--- src/rtl/dvi_pkg.sv ---
// dvi_pkg: shared definitions for the DVI output path.
//   - TMDS control symbols (also used by the per-channel encoders)
//   - rgb_t pixel type, scan controller state enum
//   - default 640x480@60 timing constants
//   - testbar_rgb(): colour of one of the eight vertical test bars
package dvi_pkg;

    // TMDS control symbols, indexed by {c1,c0}
    localparam logic [9:0] CtrlSym00 = 10'b1101010100;
    localparam logic [9:0] CtrlSym01 = 10'b0010101011;
    localparam logic [9:0] CtrlSym10 = 10'b0101010100;
    localparam logic [9:0] CtrlSym11 = 10'b1010101011;

    typedef struct packed {
        logic [7:0] r;
        logic [7:0] g;
        logic [7:0] b;
    } rgb_t;

    typedef enum logic [1:0] {
        StIdle,
        StRun,
        StStopping
    } scan_state_e;

    // 640x480 defaults
    localparam int unsigned DefHActive = 640;
    localparam int unsigned DefHFp     = 16;
    localparam int unsigned DefHSync   = 96;
    localparam int unsigned DefHBp     = 48;
    localparam int unsigned DefVActive = 480;
    localparam int unsigned DefVFp     = 10;
    localparam int unsigned DefVSync   = 2;
    localparam int unsigned DefVBp     = 33;

    // Bars left to right: white, yellow, cyan, green, magenta, red, blue, black
    function automatic rgb_t testbar_rgb(input logic [2:0] bar);
        logic [2:0] on;  // {r,g,b} channel at full scale
        rgb_t       c;
        case (bar)
            3'd0:    on = 3'b111;
            3'd1:    on = 3'b110;
            3'd2:    on = 3'b011;
            3'd3:    on = 3'b010;
            3'd4:    on = 3'b101;
            3'd5:    on = 3'b100;
            3'd6:    on = 3'b001;
            default: on = 3'b000;
        endcase
        c.r = {8{on[2]}};
        c.g = {8{on[1]}};
        c.b = {8{on[0]}};
        return c;
    endfunction

endpackage

--- src/rtl/dvi_timing_gen.sv ---
// dvi_timing_gen: raster counters and region decode.
// Ports:
//   i_clk, i_rst_n    pixel clock, asynchronous active-low reset
//   i_cnt_en          advance the raster position this cycle
//   o_hcnt, o_vcnt    current horizontal / vertical position
//   o_active          position is inside the visible area
//   o_hs, o_vs        position is inside the hsync / vsync interval (unqualified by polarity)
module dvi_timing_gen
    import dvi_pkg::*;
#(
    parameter int unsigned H_ACTIVE = DefHActive,
    parameter int unsigned H_FP     = DefHFp,
    parameter int unsigned H_SYNC   = DefHSync,
    parameter int unsigned H_BP     = DefHBp,
    parameter int unsigned V_ACTIVE = DefVActive,
    parameter int unsigned V_FP     = DefVFp,
    parameter int unsigned V_SYNC   = DefVSync,
    parameter int unsigned V_BP     = DefVBp,
    parameter int unsigned HCNT_W   = $clog2(H_ACTIVE + H_FP + H_SYNC + H_BP),
    parameter int unsigned VCNT_W   = $clog2(V_ACTIVE + V_FP + V_SYNC + V_BP)
) (
    input  logic              i_clk,
    input  logic              i_rst_n,
    input  logic              i_cnt_en,
    output logic [HCNT_W-1:0] o_hcnt,
    output logic [VCNT_W-1:0] o_vcnt,
    output logic              o_active,
    output logic              o_hs,
    output logic              o_vs
);

    localparam int unsigned H_TOTAL  = H_ACTIVE + H_FP + H_SYNC + H_BP;
    localparam int unsigned V_TOTAL  = V_ACTIVE + V_FP + V_SYNC + V_BP;
    localparam int unsigned HS_START = H_ACTIVE + H_FP;
    localparam int unsigned HS_END   = HS_START + H_SYNC;
    localparam int unsigned VS_START = V_ACTIVE + V_FP;
    localparam int unsigned VS_END   = VS_START + V_SYNC;

    logic [HCNT_W-1:0] hcnt_q, hcnt_d;
    logic [VCNT_W-1:0] vcnt_q, vcnt_d;
    logic              h_last, v_last;

    always_comb begin
        h_last = (32'(hcnt_q) == H_TOTAL - 1);
        v_last = (32'(vcnt_q) == V_TOTAL - 1);
        hcnt_d = hcnt_q;
        vcnt_d = vcnt_q;
        if (i_cnt_en) begin
            if (h_last) begin
                hcnt_d = '0;
                vcnt_d = v_last ? '0 : vcnt_q + 1'b1;
            end else begin
                hcnt_d = hcnt_q + 1'b1;
            end
        end
    end

    always_ff @(posedge i_clk or negedge i_rst_n) begin
        if (!i_rst_n) begin
            hcnt_q <= '0;
            vcnt_q <= '0;
        end else begin
            hcnt_q <= hcnt_d;
            vcnt_q <= vcnt_d;
        end
    end

    // Counters are zero-extended so that an interval end equal to 2**W still compares correctly
    assign o_active = (32'(hcnt_q) < H_ACTIVE) && (32'(vcnt_q) < V_ACTIVE);
    assign o_hs     = (32'(hcnt_q) >= HS_START) && (32'(hcnt_q) < HS_END);
    assign o_vs     = (32'(vcnt_q) >= VS_START) && (32'(vcnt_q) < VS_END);
    assign o_hcnt   = hcnt_q;
    assign o_vcnt   = vcnt_q;

endmodule

--- src/rtl/dvi_scan_ctrl.sv ---
// dvi_scan_ctrl: raster scan controller feeding the three TMDS encoders.
// Optional feature macro: DVI_SCAN_TESTPAT_EN (adds i_testpat and an 8-bar colour pattern).
// Ports:
//   i_clk, i_rst_n          pixel clock, asynchronous active-low reset
//   i_enable                run request; a frame in progress always completes
//   i_pix_data/i_pix_valid  {R,G,B} source, consumed when o_pix_ready & i_pix_valid
//   o_pix_ready             combinational: a pixel is taken this cycle
//   o_de                    display enable (registered)
//   o_ctrl                  {vsync,hsync} for the blue encoder, asserted level = V_POL/H_POL
//   o_red/o_green/o_blue    pixel colour (registered)
//   o_frame_start           one-cycle pulse alongside the first pixel of a frame
//   o_underflow             sticky, set when ready but source not valid
//   i_underflow_clr         clears o_underflow (a same-cycle set wins)
//   i_testpat               (DVI_SCAN_TESTPAT_EN only) show bars instead of source data
module dvi_scan_ctrl
    import dvi_pkg::*;
#(
    parameter int unsigned H_ACTIVE = DefHActive,
    parameter int unsigned H_FP     = DefHFp,
    parameter int unsigned H_SYNC   = DefHSync,
    parameter int unsigned H_BP     = DefHBp,
    parameter int unsigned V_ACTIVE = DefVActive,
    parameter int unsigned V_FP     = DefVFp,
    parameter int unsigned V_SYNC   = DefVSync,
    parameter int unsigned V_BP     = DefVBp,
    parameter logic        H_POL    = 1'b0,
    parameter logic        V_POL    = 1'b0,
    parameter logic [23:0] FILL_RGB = 24'h000000
) (
    input  logic        i_clk,
    input  logic        i_rst_n,
    input  logic        i_enable,
`ifdef DVI_SCAN_TESTPAT_EN
    input  logic        i_testpat,
`endif
    input  logic [23:0] i_pix_data,
    input  logic        i_pix_valid,
    output logic        o_pix_ready,
    output logic        o_de,
    output logic [1:0]  o_ctrl,
    output logic [7:0]  o_red,
    output logic [7:0]  o_green,
    output logic [7:0]  o_blue,
    output logic        o_frame_start,
    output logic        o_underflow,
    input  logic        i_underflow_clr
);

    localparam int unsigned H_TOTAL = H_ACTIVE + H_FP + H_SYNC + H_BP;
    localparam int unsigned V_TOTAL = V_ACTIVE + V_FP + V_SYNC + V_BP;
    localparam int unsigned HCNT_W  = $clog2(H_TOTAL);
    localparam int unsigned VCNT_W  = $clog2(V_TOTAL);

    scan_state_e       state_q;
    logic [HCNT_W-1:0] hcnt;
    logic [VCNT_W-1:0] vcnt;
    logic              active, hs, vs;
    logic              run, pix_active, frame_end, at_origin, tp_on;
    rgb_t              rgb_q, bar_rgb;

    assign run = (state_q != StIdle);

    // Counters sit at (0,0) while idle, so the first running cycle is pixel (0,0)
    dvi_timing_gen #(
        .H_ACTIVE (H_ACTIVE),
        .H_FP     (H_FP),
        .H_SYNC   (H_SYNC),
        .H_BP     (H_BP),
        .V_ACTIVE (V_ACTIVE),
        .V_FP     (V_FP),
        .V_SYNC   (V_SYNC),
        .V_BP     (V_BP),
        .HCNT_W   (HCNT_W),
        .VCNT_W   (VCNT_W)
    ) u_timing (
        .i_clk    (i_clk),
        .i_rst_n  (i_rst_n),
        .i_cnt_en (run),
        .o_hcnt   (hcnt),
        .o_vcnt   (vcnt),
        .o_active (active),
        .o_hs     (hs),
        .o_vs     (vs)
    );

    assign frame_end  = (32'(hcnt) == H_TOTAL - 1) && (32'(vcnt) == V_TOTAL - 1);
    assign at_origin  = (hcnt == '0) && (vcnt == '0);
    assign pix_active = run & active;

`ifdef DVI_SCAN_TESTPAT_EN
    logic tp_q;
    assign tp_on   = tp_q;
    assign bar_rgb = testbar_rgb(3'((32'(hcnt) * 32'd8) / H_ACTIVE));
`else
    assign tp_on   = 1'b0;
    assign bar_rgb = '0;
`endif

    assign o_pix_ready = pix_active & ~tp_on;
    assign o_red       = rgb_q.r;
    assign o_green     = rgb_q.g;
    assign o_blue      = rgb_q.b;

    always_ff @(posedge i_clk or negedge i_rst_n) begin
        if (!i_rst_n) begin
            state_q       <= StIdle;
            o_de          <= 1'b0;
            o_ctrl        <= {~V_POL, ~H_POL};
            rgb_q         <= '0;
            o_frame_start <= 1'b0;
            o_underflow   <= 1'b0;
`ifdef DVI_SCAN_TESTPAT_EN
            tp_q          <= 1'b0;
`endif
        end else begin
            // Enable is only acted on at frame boundaries once running
            case (state_q)
                StIdle: begin
                    if (i_enable) state_q <= StRun;
                end
                StRun: begin
                    if (frame_end)      state_q <= i_enable ? StRun : StIdle;
                    else if (!i_enable) state_q <= StStopping;
                end
                StStopping: begin
                    if (frame_end) state_q <= i_enable ? StRun : StIdle;
                end
                default: state_q <= StIdle;
            endcase

            o_de          <= pix_active;
            o_ctrl        <= {(run & vs) ^ ~V_POL, (run & hs) ^ ~H_POL};
            o_frame_start <= pix_active & at_origin;

            if (o_pix_ready) begin
                rgb_q <= i_pix_valid ? rgb_t'(i_pix_data) : rgb_t'(FILL_RGB);
            end else if (pix_active) begin
                rgb_q <= bar_rgb;  // only reachable while the test pattern is selected
            end else begin
                rgb_q <= '0;
            end

            if (o_pix_ready & ~i_pix_valid) begin
                o_underflow <= 1'b1;
            end else if (i_underflow_clr) begin
                o_underflow <= 1'b0;
            end

`ifdef DVI_SCAN_TESTPAT_EN
            // Latched on the edge that enters pixel (0,0), so a frame never mixes sources
            if (!run || frame_end) tp_q <= i_testpat;
`endif
        end
    end

endmodule

--- config.mk ---
export PLATFORM = sky130hd
export DESIGN_NAME = dvi_scan_ctrl
export DESIGN_NICKNAME = d
export VERILOG_FILES = /design/src/rtl/dvi_pkg.sv /design/src/rtl/dvi_timing_gen.sv /design/src/rtl/dvi_scan_ctrl.sv
export SDC_FILE = /design/constraint.sdc
export NUM_CORES = 1
export LEC_CHECK = 0
export ABC_AREA = 1
export BUFFER_PORTS_ARGS = -buffer_cell sky130_fd_sc_hd__buf_4
export CORE_AREA = 2 2 97 71
export DETAILED_ROUTE_END_ITERATION = 16
export DIE_AREA = 0 0 99 73
export PLACE_DENSITY = 0.62
export SLEW_MARGIN = 25
export SYNTH_ARGS = -nofsm -noshare
export SYNTH_HDL_FRONTEND = slang
export SYNTH_SLANG_ARGS = --single-unit
--- constraint.sdc ---
create_clock -name i_clk -period 1.59 [get_ports i_clk]
set_input_delay 0 -clock i_clk [delete_from_list [all_inputs] [get_ports i_clk]]
set_output_delay 0 -clock i_clk [all_outputs]
set_load 0.05 [all_outputs]
==> results.yml <==
run_status:
  status: "finished, final reports clean"
critical_path:
  r2r-start: "u_timing.o_hcnt[1]"
  worstSetupStartpoint: "u_timing.o_hcnt[1]"
  cp-start-kind: "register"
  critPathKind: "register to register"
  slowest_stage: "dfrtp_1"
  crit_top_cell: "nor2_4"
  worstSetupEndpointType: "register"
  crit_arrival_ns: 1.66
  crit_chain: "ha_1 > inv_1 > nor2_4 > nand2_2 > nor2_4 > nand2_4 > nor3_1 > nor2_1"
  critical-path-max-stage-delay_ns: 0.39
  worstPathMaxFanout: 5
  cp.required_ns: 1.79
detailed_routing:
  via_per_inst: 4.67
  dr_total_vias: 2115
  route.detailed.drc: 0
  wl_um: 5850
  wl_per_cell_um: 12.9
  drtIter0Drc: 109
  firstDrtPassIters: 4
  ant_nets: 0
grt:
  grt_pass1_vias: 2069
  grt_pass1_wl_um: 9750
  grt_max_degree: 52
  grt_overflow_total: 0
  antenna_found_initial: 0
  track_usage: 0.171
power_and_ir_drop:
  vdd_drop_max_v: 0.000469
  leakage_nw: 1.70
  p_per_area_nw_per_um2: 1330
logic_synthesis:
  syn_area_per_cell_um2: 8.66
  synth-async-reset-ratio: 1.00
  synth_ff_type: "dfrtp_1"
  syn_inst: 281
  yosysTopAreaCell: "dfrtp_1"
  synth_cell_types: 35
  yosys.area.top_type_share: 0.504
  ys_seq_elements: 51
  synth_edf_count: 0
  netlist_area_um2: 2430
  synth_seq_area_share: 0.525
  yosysWarnings: 0
  syn-num-nets: 315
  yosys-top-cells-area: "dfrtp_1 50%, nand2_1 9.6%, nor2_1 7.1%"
sta:
  rsz0062_at_grt: "false"
  max_freq_mhz: 684
  post-route-period-util: 0.920
  layout_setup_ws_ns: 0.127
  setup_viol: 0
  tns_ns: 0
  maxSlewHeadroom: 0.571
  slew_viol_final: 0
  skew_ns: 0.0115
  finalCriticalPeriod_ns: 1.46
  hold_violations: 0
  tightestPinTransition_ns: 0.644
placed_design:
  dpl.cell_count: 417
  port_buffers: 58
  postPlaceCellArea_um2: 2970
  hpwl_um: 4080
  gp_congestion: 0.915
  dp_slack_ns: 0.0639
clocking:
  cts_buffer_depth: 2
  cts_root_buffer: "clkbuf_8"
  cts_made_buffers: 5
  cts.sink_count: 51
  htree_levels: 2
  cts.clk_slew.worst_paths_ns: 0.10
  cts_tree: "yes"
  clk-insertion-delay-late_ns: 0.31
layout:
  fin_nets: 405
  drive_gt1_frac: 0.269
  layout.cells.non_filler: 453
  fin_area_um2: 3370
  postLayoutCoreUtil: 0.525
  antenna_cells: 0
  syn_to_final_growth_pct: 38.4
floorplanning:
  dieWidth_um: 99
  rows: 25
  core_area_um2: 6410
  die-height_um: 73
  initial_core_util: 0.380
  io_pins: 59
  dieArea_um2: 7230
flow_run:
  cap_violations: 0
worst_hold_path:
  worstHoldStart: "i_pix_valid"
  min_path_type: "input pin to register"
-- cell families (layout without fill, tap and decap cells) --
group	Yosys count	in the layout	synth area share
buffers and inverters	38	129	0.0678
xor gates and xnor gates	3	3	0.0108
and+or+nand+nor	163	163	0.319
AOI/OAI and AO/OA	21	21	0.0519
adders and majority gates	5	5	0.0257
DFF	51	51	0.525
-- repair_timing --
action / 4_1_cts / 5_1_grt
hold buffers: 27 / 0
endpoints found under the setup margin: 0 / 8
setup buffers: 0 / 1
resized for setup: 0 / 1
hold endpoints to repair: 75 / 0
-- metrics by stage --
stage / hold WS (ns) / power (mW)
6_report: 0.0355 / 4.49
5_1_grt: 0.0426 / 4.78
4_1_cts: 0.0227 / 4.53
3_5_place_dp: 0.0759 / 3.50
3_3_place_gp: 0.0745 / 3.51
2_1_floorplan: -0.296 / 2.94
-- worst paths after layout --
kind	endpoint	slack, ns	cells past startpoint
max in group asynchronous	u_timing.o_vcnt[2]	0.88	2
worst max-delay path	u_timing.o_vcnt[8]	0.13	8
worst min-delay path	o_blue[2]	0.04	3
worst max register to register	u_timing.o_vcnt[8]	0.13	8
worst min register to register	state_q[0]	0.54	1
min in group asynchronous	o_blue[3]	0.26	2
-- cells in the final DEF (no fill, tap or decap), drive strengths merged, types with 2 or more instances in the layout --
cell type / n
a21oi: 2
buf: 63
clkbuf: 6
dfrtp: 49
dfstp: 2
dlygate4sd3: 27
ha: 5
inv: 32
nand2: 66
nand3: 21
nand4: 8
nor2: 56
nor3: 7
nor4: 2
o21ai: 15
xnor2: 2
-- cells in the mapped netlist, types with 2 or more instances --
library cell and count:
a21oi_1 2, buf_2 2, buf_6 2, clkbuf_1 3, dfrtp_1 49, dfstp_2 2, ha_1 5, inv_1 26
inv_2 3, inv_4 2, nand2_1 62, nand2_2 3, nand3_1 20, nand4_1 7, nor2_1 46, nor2_2 5
nor2_4 4, nor3_1 7, nor4_1 2, o21ai_0 8, o21ai_1 4, o21ai_2 3, xnor2_1 2
-- final cells by class --
| class | count | area, um2 |
|---|---|---|
| Multi-Input combinational cell | 192 | 991 |
| Clock buffer | 6 | 82.6 |
| Inverter | 31 | 121 |
| Clock inverter | 2 | 38.8 |
| Timing Repair Buffer | 90 | 756 |
| Tap cell | 81 | 101 |
| Fill cell | 602 | 3040 |
| Sequential cell | 51 | 1280 |
-- flip-flops by register name (all words and copies together) (netlist names) --
register and cells:
u_timing.o_hcnt 10, state_q 2, o_red 8, u_timing.o_vcnt 10
o_de 1, o_underflow 1, o_frame_start 1, o_ctrl 2
o_green 8, o_blue 8
-- layer usage --
layer	vias up	track usage	share of wire
li1	1070	-	-
met3	13	0.0469	0.084
met5	-	0	0
met1	948	0.245	0.48
met2	84	0.253	0.42
met4	0	0.0533	0.019
-- critical path, delay by kind of cell (launching register included) --
family,cells,cell delay [ns]
and+or+nand+nor,6,0.73
adders and majority gates,1,0.15
DFF,1,0.39
buffers and inverters,1,0.08
-- power by group --
part	total (mW)	switching (mW)	internal, mW
sequential	1.73	0.203	1.53
clock	0.954	0.436	0.518
combinational	1.80	1.22	0.583
total	4.49	1.86	2.63
Note: power is estimated with default switching activity, not from simulation.
